File: src/rtl/reg_bus_pkg.sv
// Shared definitions for the tri-state register bus (reader and register side).
//   state_e    : reader FSM states
//   CS_IDLE    : all-ones select word (bus released); slice to NrOfRegs bits
//   nr_of_regs : number of registers addressable by an index of addr_bits
package reg_bus_pkg;

  typedef enum logic [1:0] {
    IDLE     = 2'd0,
    SELECT   = 2'd1,
    WAIT_ACK = 2'd2
  } state_e;

  localparam int MAX_REGS = 64;
  localparam logic [MAX_REGS-1:0] CS_IDLE = '1;

  function automatic int nr_of_regs(input int addr_bits);
    return 1 << addr_bits;
  endfunction

endpackage

File: src/rtl/reg_bus_cs_decoder.sv
// Registered one-cold chip-select decoder.
//   i_clk    : system clock
//   i_rst    : synchronous active-high reset, forces all selects high
//   i_index  : register to select in the next cycle
//   i_en     : 1 = drive cs[i_index] low next cycle, 0 = release the bus
//   o_cs     : active-low selects, at most one bit low
module reg_bus_cs_decoder
  import reg_bus_pkg::*;
#(
  parameter int AddrBits = 2,
  parameter int NrOfRegs = 4
) (
  input  logic                i_clk,
  input  logic                i_rst,
  input  logic [AddrBits-1:0] i_index,
  input  logic                i_en,
  output logic [NrOfRegs-1:0] o_cs
);

  logic [NrOfRegs-1:0] r_cs;

  always_ff @(posedge i_clk) begin
    if (i_rst) begin
      r_cs <= CS_IDLE[NrOfRegs-1:0];
    end else begin
      r_cs <= CS_IDLE[NrOfRegs-1:0];
      if (i_en) r_cs[i_index] <= 1'b0;
    end
  end

  assign o_cs = r_cs;

endmodule

File: src/rtl/register_bus_reader.sv
// Read-side master for the shared tri-state register bus. Selects one register,
// holds its cs low for SettleCycles+1 Tick edges, captures the bus and offers the
// value over Valid/Ready. Supports single reads and bursts over all registers.
//   i_clk, i_rst : clock, synchronous active-high reset
//   i_tick       : FSM advance enable (handshake is not gated by it)
//   i_req/i_burst/i_addr : request, burst flag, single-read index
//   i_bus        : shared register bus
//   o_cs         : active-low per-register selects
//   o_data/o_index/o_last/o_valid, i_ready : captured word handshake
//   o_busy       : high whenever not idle
module register_bus_reader
  import reg_bus_pkg::*;
#(
  parameter int NrOfBits     = 8,
  parameter int AddrBits     = 2,
  parameter int SettleCycles = 1
) (
  input  logic                i_clk,
  input  logic                i_rst,
  input  logic                i_tick,
  input  logic                i_req,
  input  logic                i_burst,
  input  logic [AddrBits-1:0] i_addr,
  input  logic [NrOfBits-1:0] i_bus,
  output logic [(1<<AddrBits)-1:0] o_cs,
  output logic [NrOfBits-1:0] o_data,
  output logic [AddrBits-1:0] o_index,
  output logic                o_valid,
  input  logic                i_ready,
  output logic                o_last,
  output logic                o_busy
);

  localparam int NrOfRegs = nr_of_regs(AddrBits);
  localparam logic [AddrBits-1:0] LAST_IDX = AddrBits'(NrOfRegs - 1);
  localparam logic [3:0] SETTLE = 4'(SettleCycles);

  state_e              r_state;
  logic [3:0]          r_cnt;
  logic [AddrBits-1:0] r_index;
  logic                r_burst;
  logic [NrOfBits-1:0] r_data;
  logic                r_valid;
  logic                r_last;
  logic                r_busy;

  logic                w_accept;
  logic                w_capture;
  logic                w_xfer;
  logic                w_advance;
  logic                w_sel_en;
  logic [AddrBits-1:0] w_sel_idx;

  assign w_accept  = (r_state == IDLE) && i_tick && i_req;
  assign w_capture = (r_state == SELECT) && i_tick && (r_cnt == 4'd0);
  assign w_xfer    = (r_state == WAIT_ACK) && r_valid && i_ready;
  assign w_advance = w_xfer && r_burst && !r_last;

  // cs is registered, so the decoder is fed with what the select should be
  // after this edge; that keeps cs aligned with the SELECT state.
  always_comb begin
    w_sel_en  = w_accept || w_advance || ((r_state == SELECT) && !w_capture);
    w_sel_idx = r_index;
    if (w_accept)       w_sel_idx = i_burst ? '0 : i_addr;
    else if (w_advance) w_sel_idx = r_index + 1'b1;
  end

  always_ff @(posedge i_clk) begin
    if (i_rst) begin
      r_state <= IDLE;
      r_cnt   <= 4'd0;
      r_index <= '0;
      r_burst <= 1'b0;
      r_data  <= '0;
      r_valid <= 1'b0;
      r_last  <= 1'b0;
      r_busy  <= 1'b0;
    end else begin
      case (r_state)
        IDLE: begin
          if (w_accept) begin
            r_index <= w_sel_idx;
            r_burst <= i_burst;
            r_cnt   <= SETTLE;
            r_busy  <= 1'b1;
            r_state <= SELECT;
          end
        end
        SELECT: begin
          if (i_tick) begin
            if (r_cnt != 4'd0) begin
              r_cnt <= r_cnt - 4'd1;
            end else begin
              r_data  <= i_bus;
              r_valid <= 1'b1;
              r_last  <= !r_burst || (r_index == LAST_IDX);
              r_state <= WAIT_ACK;
            end
          end
        end
        WAIT_ACK: begin
          if (w_xfer) begin
            r_valid <= 1'b0;
            if (w_advance) begin
              r_index <= w_sel_idx;
              r_cnt   <= SETTLE;
              r_state <= SELECT;
            end else begin
              r_busy  <= 1'b0;
              r_state <= IDLE;
            end
          end
        end
        default: begin
          r_state <= IDLE;
          r_busy  <= 1'b0;
          r_valid <= 1'b0;
        end
      endcase
    end
  end

  reg_bus_cs_decoder #(
    .AddrBits(AddrBits),
    .NrOfRegs(NrOfRegs)
  ) u_cs_dec (
    .i_clk  (i_clk),
    .i_rst  (i_rst),
    .i_index(w_sel_idx),
    .i_en   (w_sel_en),
    .o_cs   (o_cs)
  );

  assign o_data  = r_data;
  assign o_index = r_index;
  assign o_valid = r_valid;
  assign o_last  = r_last;
  assign o_busy  = r_busy;

endmodule

File: config.mk
export PLATFORM = sky130hd
export DESIGN_NAME = register_bus_reader
export DESIGN_NICKNAME = d
export VERILOG_FILES = /design/src/rtl/reg_bus_pkg.sv /design/src/rtl/reg_bus_cs_decoder.sv /design/src/rtl/register_bus_reader.sv
export SDC_FILE = /design/constraint.sdc
export NUM_CORES = 1
export LEC_CHECK = 0
export ABC_CLOCK_PERIOD_IN_PS = 2000
export CAP_MARGIN = 25
export CORE_MARGIN = 5
export CORE_UTILIZATION = 40
export DETAILED_ROUTE_END_ITERATION = 10
export PLACE_DENSITY = 0.73
export SLEW_MARGIN = 20
export SYNTH_ARGS = -nofsm -noshare
export SYNTH_HDL_FRONTEND = slang
export SYNTH_SLANG_ARGS = --single-unit
export TNS_END_PERCENT = 5
File: constraint.sdc
create_clock -name i_clk -period 2 [get_ports i_clk]
set_clock_uncertainty 0.15 [all_clocks]
set_input_delay 0.4 -clock i_clk [delete_from_list [all_inputs] [get_ports i_clk]]
set_output_delay 0.4 -clock i_clk [all_outputs]
set_load 0.05 [all_outputs]
Word-level counts from Yosys, hierarchy flattened
Cells that the tools add are included.
W data, S select, Z words.
- flip-flop bits (word level): 24
- bits in latches: 0
- bits in writable memories: 0
- ROM bits: 0
- bits of input ports: 16
- output and inout bits: 17
- memories kept: 0
- add/subtract/negate cells: 2
- multipliers: 0
- divide/modulo/power cells: 0
- order comparisons: 2
- equality and inequality tests: 10
- shift-type cells: 0
- multiplexer cells: 29
- bitwise gates (word level): 5
- reduce and logical (&&, ||, !) cells: 29
- operator list (kind ; count):
    $mux W2 ; 10
    $mux W4 ; 5
    $reduce_and A4 Y1 ; 4
    $ne A2 B2 Y1 const B ; 6
    $pmux W4 S3 ; 1
    $logic_and A1 B1 Y1 ; 10
    $mux W1 ; 8
    $pmux W1 S3 ; 2
    $pmux W2 S3 ; 1
    $reduce_and A6 Y1 ; 1
    $eq A2 B2 Y1 const B ; 2
    $logic_not A4 Y1 ; 1
    $not A1 Y1 ; 4
    $not A4 Y4 ; 1
    $pmux W2 S2 ; 1
    $reduce_bool A4 Y1 ; 1
    $sub A4 B1 Y4 const B ; 1
    $logic_not A1 Y1 ; 3
    $logic_or A1 B1 Y1 ; 3
    $lt A2 B3 Y1 const B ; 1
    $reduce_and A3 Y1 ; 1
    $reduce_bool A3 Y1 ; 1
    $add A2 B1 Y2 const B ; 1
    $demux W1 S2 ; 1
    7 further kinds ; 7

Longest topological paths before layout
Gate-level depths: netlist of the first run.
- depth after elaboration: 12
- mapped depth: 7
- depth with buffers taken out: 6

By module
Synthesis of the first run repeated with hierarchy kept, for this count alone.
- cell total of the unflattened synthesis: 124
- area total of the unflattened synthesis: 1081.0 um^2
- by module, submodules not included (module ; times used ; cells an instance ; area an instance (um^2)):
    register_bus_reader ; 1 ; 116 ; 959.7
    reg_bus_cs_decoder ; 1 ; 8 ; 121.4

Worst setup path before layout of the first run
Ideal clock, no wire load.
- kind: register to register
- start point: reg r_valid, in the netlist o_valid
- end point: reg u_cs_dec.r_cs[0], in the netlist u_cs_dec.o_cs[0]
- setup time: 0.131 ns
- arrival: 1.616 ns
- required time: 1.719 ns
- slack: 0.103 ns
- cell stages (with the launch flop): 5
- buffers on the path: 0
- clock period less this slack: 1.897 ns
- path through: dfxtp_1 -> nand4_1 -> o311ai_0 -> nand3_1 -> nand3b_1
- word-level cells in the longest chain between the ends: 11
- elaborated cells on any way between the ends: 16
- RTL lines (what ; RTL line ; RTL):
    start: declaration ; register_bus_reader.sv:43 ; logic r_valid;
    start signal: assignment ; register_bus_reader.sv:75 ; r_valid <= 1'b0;
    start signal: assignment ; register_bus_reader.sv:95 ; r_valid <= 1'b1;
    start signal: assignment ; register_bus_reader.sv:103 ; r_valid <= 1'b0;
    $logic_and A1 B1 Y1 (*) (2 in series) ; register_bus_reader.sv:56 ; assign w_xfer = (r_state == WAIT_ACK) && r_valid && i_ready;
    $logic_and A1 B1 Y1 (*) (2 in series) ; register_bus_reader.sv:57 ; assign w_advance = w_xfer && r_burst && !r_last;
    $mux W2 ; register_bus_reader.sv:65 ; else if (w_advance) w_sel_idx = r_index + 1'b1;
    $mux W2 ; register_bus_reader.sv:64 ; if (w_accept) w_sel_idx = i_burst ? '0 : i_addr;
    $lt A2 B3 Y1 (not written as such) or $ge A2 B1 Y1 (tied branches) ; reg_bus_cs_decoder.sv:27 ; if (i_en) r_cs[i_index] <= 1'b0;
    $logic_and A1 B1 Y1 (not written as such) ; reg_bus_cs_decoder.sv:27 ;
    $mux W1 (not written as such) ; reg_bus_cs_decoder.sv:27 ;
    $demux W1 S2 ; -- ;
    $not A4 Y4 (no source line) ; -- ;
    end signal: assignment ; reg_bus_cs_decoder.sv:24 ; r_cs <= CS_IDLE[NrOfRegs-1:0];
    end signal: assignment ; reg_bus_cs_decoder.sv:26 ; r_cs <= CS_IDLE[NrOfRegs-1:0];
    end: declaration ; reg_bus_cs_decoder.sv:20 ; logic [NrOfRegs-1:0] r_cs;
Mark *: on every way between the ends. The rest lies on a longest branch, timed or not.
A chain may end at the register's enable or synchronous reset.

Worst setup path in the final report of the first run
- start point: reg r_cnt[0]
- end point: reg r_last, in the netlist o_last
- word-level cells in the longest chain between the ends: 3
- RTL lines (what ; RTL line ; RTL):
    start: declaration ; register_bus_reader.sv:39 ; logic [3:0] r_cnt;
    start signal: assignment ; register_bus_reader.sv:92 ; r_cnt <= r_cnt - 4'd1;
    $reduce_bool A4 Y1 ; register_bus_reader.sv:91 ; if (r_cnt != 4'd0) begin
    $not A1 Y1 (no source line) ; -- ;
    $reduce_and A3 Y1 (no source line) ; -- ;
    end signal: assignment ; register_bus_reader.sv:96 ; r_last <= !r_burst || (r_index == LAST_IDX);
    end: declaration ; register_bus_reader.sv:44 ; logic r_last;
No other way between the ends.

==> results of run 1 <==
cell type report:
| type | count | area [sq um] | area share |
|---|---|---|---|
| Multi-Input combinational cell | 75 | 556 | 0.370 |
| Clock buffer | 3 | 22.5 | 0.0150 |
| Sequential cell | 24 | 483 | 0.322 |
| Inverter | 5 | 18.8 | 0.0125 |
| Tap cell | 30 | 37.5 | 0.0250 |
| Timing Repair Buffer | 42 | 353 | 0.235 |
| Clock inverter | 1 | 30.0 | 0.0200 |
per-stage QoR:
stage          setup TNS [ps]  cells   util  power [mW]
2_1_floorplan               0    107      -       0.635
3_3_place_gp             -189    173  0.562       0.709
3_5_place_dp             -354    173  0.562       0.713
4_1_cts                     0    177  0.584        1.06
5_1_grt                     0    180  0.606        1.12
6_report                    0    180  0.606        1.07
state kept, by name, summed over array words and instances, names as in the netlist:
signal,count
o_last,1
r_cnt,4
o_busy,1
r_burst,1
o_data,8
o_valid,1
r_state,2
u_cs_dec.o_cs,4
o_index,2
kinds of logic after synthesis:
| kind of cell | count (synthesis) | share of synthesized area |
|---|---|---|
| flip-flops | 24 | 0.462 |
| buffers and inverters | 9 | 0.0409 |
| adder cells (fa/ha/maj) | 3 | 0.0361 |
| multiplexers | 8 | 0.0770 |
| AND/OR/NAND/NOR | 40 | 0.239 |
| AO/OA/AOI/OAI | 23 | 0.144 |
routing by layer:
layer  vias up  track usage  share of wire
met4         0       0.0557          0.019
met2        35        0.272           0.48
met5         -            0              0
met3         6       0.0383          0.071
li1        479            -              -
met1       443        0.145           0.43
critical path, cell delays in order, from the launching register on:
cell and delay [ps]:
dfxtp_2 350, inv_2 80, ha_4 120, or3b_4 390
or3b_4 480, nor2b_4 150, nor3_2 140
placed cells by master (no fill, tap or decap), drive strengths merged, types with 4 or more instances in the layout:
cell,Yosys,layout
a21oi,9,9
buf,2,27
clkdlybuf4s50,0,15
dfxtp,24,24
inv,5,5
mux2i,8,8
nand2,4,4
nand3,4,4
nor2,10,10
nor3,4,4
or3b,3,4
timing repair:
action | CTS | global route
setup buffers | 0 | 2
endpoints found under the setup margin | 1 | 10
pin swaps | 1 | 2
cloned | 0 | 1
hold buffers | 0 | 0
resized for setup | 1 | 10
worst paths after layout:
check	from	endpoint	slack, ps	cells past startpoint
worst max register to register	r_cnt[0]	o_last	80	6
worst max-delay path	r_cnt[0]	o_last	80	6
worst min-delay path	r_cnt[3]	r_cnt[3]	360	1
worst min register to register	r_cnt[3]	r_cnt[3]	360	1
where the power goes:
part / switching (mW) / internal (mW) / leakage [nW]
Clock: 0.151 / 0.203 / 0.0279
Combinational: 0.107 / 0.0946 / 0.443
Sequential: 0.0172 / 0.497 / 0.196
Total: 0.276 / 0.794 / 0.667
==> results_dict.tcl, run 1 <==
set metrics [dict create \
    min-delay-path-class "reg2reg" \
    setup_slack_ps 77.5 \
    dp_slack_ps -91.6 \
    path_class "reg2reg" \
    clock_latency_ps 310 \
    synth_cell_type_count 36 \
    synth_commonest_cells "dfxtp_1, nor2_1, a21oi_1, mux2i_1, inv_1" \
    cp-start-kind "register" \
    yosysSeqAreaShare 0.462 \
    antenna_found_initial 0 \
    worst_slew_pin_slew_ps 421 \
    clock-root-buffer "clkbuf_4" \
    drtIter0Drc 41 \
    fmax_mhz 520 \
    synth_area_sq_um 1040 \
    synth_edf_count 0 \
    drt_wl_total_microns 2560 \
    grt_util_all_layers 0.142 \
    rsz0062_at_grt "false" \
    path_clk_slew_ps 140 \
    required_ps 2100 \
    drtAntennaViolNets 0 \
    synth_top_area_share 0.462 \
    synth_flop_cell "dfxtp_1" \
    cts_max_path_buffers 2 \
    hold_slack_ps 363 \
    routabilityCongestion 0.782 \
    power.density_nw_per_um2 713 \
    post-dp-hpwl_microns 1790 \
    diodes 0 \
    drv_cap 0 \
    cellLeakagePower_nw 0.667 \
    arrival_ps 2030 \
    start_util 0.420 \
    status "complete, no violations" \
    synth_top_area_cell "dfxtp_1" \
    grt_pass1_wl_microns 3960 \
    async_flop_share 0 \
    crit_path_max_fanout 6 \
    synth_nets 126 \
    finalSetupViolCount 0 \
    setup.worst_path.end_class "register" \
    hold_viol_final 0 \
    drv_slew 0 \
    drtPass1Iterations 4 \
    grt_pass1_vias 975 \
    cts_buffers 3 \
    portBuffers 32 \
    period_share 0.961 \
    syn_to_final_growth_pct 44.3 \
    vias 963 \
    yosys_register_bits 24 \
    wl_per_cell_microns 14.2 \
    period_needed_ps 1920 \
    die_y_microns 61.0 \
    core_sq_um 2480 \
    overflow 0 \
    syn_inst 107 \
    chipWidth_microns 61.0 \
    drive_above_1_share 0.307 \
    nets 170 \
    die_area_sq_um 3720 \
    stdcell_area_sq_um 1500 \
    peakVddDrop_uv 602 \
    synth.area.top_cells "dfxtp_1, mux2i_1, a21oi_1, ha_1, nor2_1" \
    grt_max_degree 16 \
    h-tree-depth 1 \
    rows 18 \
    n_fill_cell 240 \
    cts_tree "built" \
    cts.sinks 24 \
    post-synth-top-count-cell "dfxtp_1" \
    maxSlewHeadroom 0.716 \
    ys_warn_count 0 \
    vias_per_cell 5.35 \
    pin_count 33 \
    place_area_sq_um 1390 \
    drc 0 \
    synth_area_per_cell_sq_um 9.72 \
]
No activity file was read; power rests on OpenSTA's default activity.
==> run 2, diff against run 1 <==
Settings changed: CTS_CLUSTER_SIZE from default to 16, HOLD_SLACK_MARGIN from default to 0.02.
==> results of run 2 <==
Same layout as run 1: the final DEF is identical, and so are final timing and power.
==> run 3, diff against run 2 <==
Settings changed: CORE_MARGIN 5 to default.
==> run 3 against run 2 <==
Against the previous run: core utilization shrank 1.5 points; critical path depth is the same; design area shrank 2.5%; register-to-register slack lost 40 ps; power shrank 1.8%; die area shrank 25%.
==> results_dict.tcl, run 3 (synthesis gave the netlist of run 1 again) <==
set metrics [dict create \
    antenna_found_initial 0 \
    drv_slew 0 \
    fmax_mhz 509 \
    worstHoldEndpoint "o_busy" \
    routabilityCongestion 0.752 \
    holdPathStages 2 \
    n_fill_cell 237 \
    hold_viol_final 0 \
    stdcell_area_sq_um 1460 \
    portBuffers 32 \
    required_ps 2090 \
    period_share 0.983 \
    wl_per_cell_microns 12.7 \
    drv_cap 0 \
    pin_count 33 \
    peakVddDrop_uv 524 \
    nets 167 \
    worst_slew_pin_slew_ps 498 \
    path_clk_slew_ps 130 \
    overflow 0 \
    cp_num_buf_inv 1 \
    clock-root-buffer "clkbuf_4" \
    hold_slack_ps 342 \
    drt_wl_total_microns 2240 \
    drtIter0Drc 19 \
    cellLeakagePower_nw 0.638 \
    vias 927 \
    setup.worst_path.end_class "register" \
    core_sq_um 2480 \
    rows 18 \
    slowest_delay_ps 470 \
    layout_common_cells "dfxtp_1, buf_4, clkdlybuf4s50_1" \
    crit_path_max_fanout 6 \
    h-tree-depth 1 \
    cp_top_family "simple AND/OR/NAND/NOR gates" \
    reg2reg_to "o_last" \
    clock_latency_ps 310 \
    min-delay-path-class "reg2reg" \
    largest_reg_flops 8 \
    drtPass1Iterations 4 \
    arrival_ps 2050 \
    maxSlewHeadroom 0.667 \
    worst_path_max_delay_cell "or3b_4" \
    chipWidth_microns 53.0 \
    drtAntennaViolNets 0 \
    r2r_cells 6 \
    grt_pass1_vias 809 \
    diodes 0 \
    grt_util_all_layers 0.168 \
    hold_buffers 0 \
    power.density_nw_per_um2 718 \
    crit_path_frequent_cell "or3b_4" \
    period_needed_ps 1970 \
    status "complete, no violations" \
    cts_tree "built" \
    path_depth 6 \
    die_y_microns 53.0 \
    post-dp-hpwl_microns 1580 \
    syn_to_final_growth_pct 40.7 \
    cts_max_path_buffers 2 \
    place_area_sq_um 1390 \
    postCtsSetupBuffers 0 \
    finalSetupViolCount 0 \
    die_area_sq_um 2810 \
    drive_above_1_share 0.224 \
    grt_pass1_wl_microns 3440 \
    cp-start-kind "register" \
    worstHoldStart "o_busy" \
    drc 0 \
    cts_buffers 3 \
    vias_per_cell 5.24 \
    start_util 0.420 \
    r2r_slack_ps 30 \
    rsz0062_at_grt "true" \
    grt_max_degree 16 \
    cts.sinks 24 \
    worstPathCellList "inv_1 -> ha_1 -> or3b_4 -> or3b_4 -> nor2b_1 -> nor3_1" \
    r2r-start "r_cnt[0]" \
    final_common_cell "dfxtp_1" \
    path_class "reg2reg" \
]
-- run 3: power breakdown --
group          switching, mW  leakage (nW)  internal, mW  total, mW
Sequential            0.0154         0.195         0.497      0.512
Clock                  0.142        0.0279         0.203      0.344
Combinational          0.105         0.415        0.0888      0.194
-- run 3: how the worst max path moves through the flow --
| stage | startpoint | to | slack (ps) |
|---|---|---|---|
| global placement | i_ready | u_cs_dec.o_cs[0] | -70 |
| finish | r_cnt[0] | o_last | 30 |
| floorplan | o_valid | u_cs_dec.o_cs[0] | 100 |
| global route | r_cnt[0] | o_last | -50 |
| detailed placement | i_ready | u_cs_dec.o_cs[0] | -60 |
| CTS | r_cnt[0] | o_last | 1 |
-- run 3: final cells by class --
class	count	area (sq um)	share of cell area
inverters	5	18.8	0.0128
clock buffers	3	22.5	0.0154
flip-flops and latches	24	480	0.328
multi-input cells	75	531	0.363
clock inverters	1	30.0	0.0205
repair buffers	39	343	0.234
well taps	30	37.5	0.0257
-- run 3: worst reg2reg max path: stages, from the launching register on --
cell and delay (ps):
dfxtp_1 340, inv_1 80, ha_1 150, or3b_4 410, or3b_4 470, nor2b_1 160, nor3_1 140
-- run 3: layer usage --
| layer | vias to the layer above | part of all wire | track usage |
|---|---|---|---|
| li1 | 471 | - | - |
| met1 | 425 | 0.44 | 0.210 |
| met2 | 27 | 0.51 | 0.287 |
| met3 | 4 | 0.042 | 0.0345 |
| met4 | 0 | 0.014 | 0.0526 |
| met5 | - | 0 | 0 |
-- run 3: stage by stage --
stage / utilization / instances / TNS [ps] / power [mW] / setup WS (ps)
3_5_place_dp: 0.563 / 172 / -259 / 0.710 / -62.8
2_1_floorplan: - / 107 / 0 / 0.635 / 103
5_1_grt: 0.590 / 177 / -50.9 / 1.10 / -50.6
4_1_cts: 0.584 / 176 / 0 / 1.05 / 1.36
3_3_place_gp: 0.563 / 172 / -207 / 0.707 / -65.6
6_report: 0.590 / 177 / 0 / 1.05 / 34.8
-- run 3: timing repair --
item	in CTS	in global routing
cloned	0	1
pin swaps	0	2
gates resized for setup	4	3
setup endpoints to repair	3	4
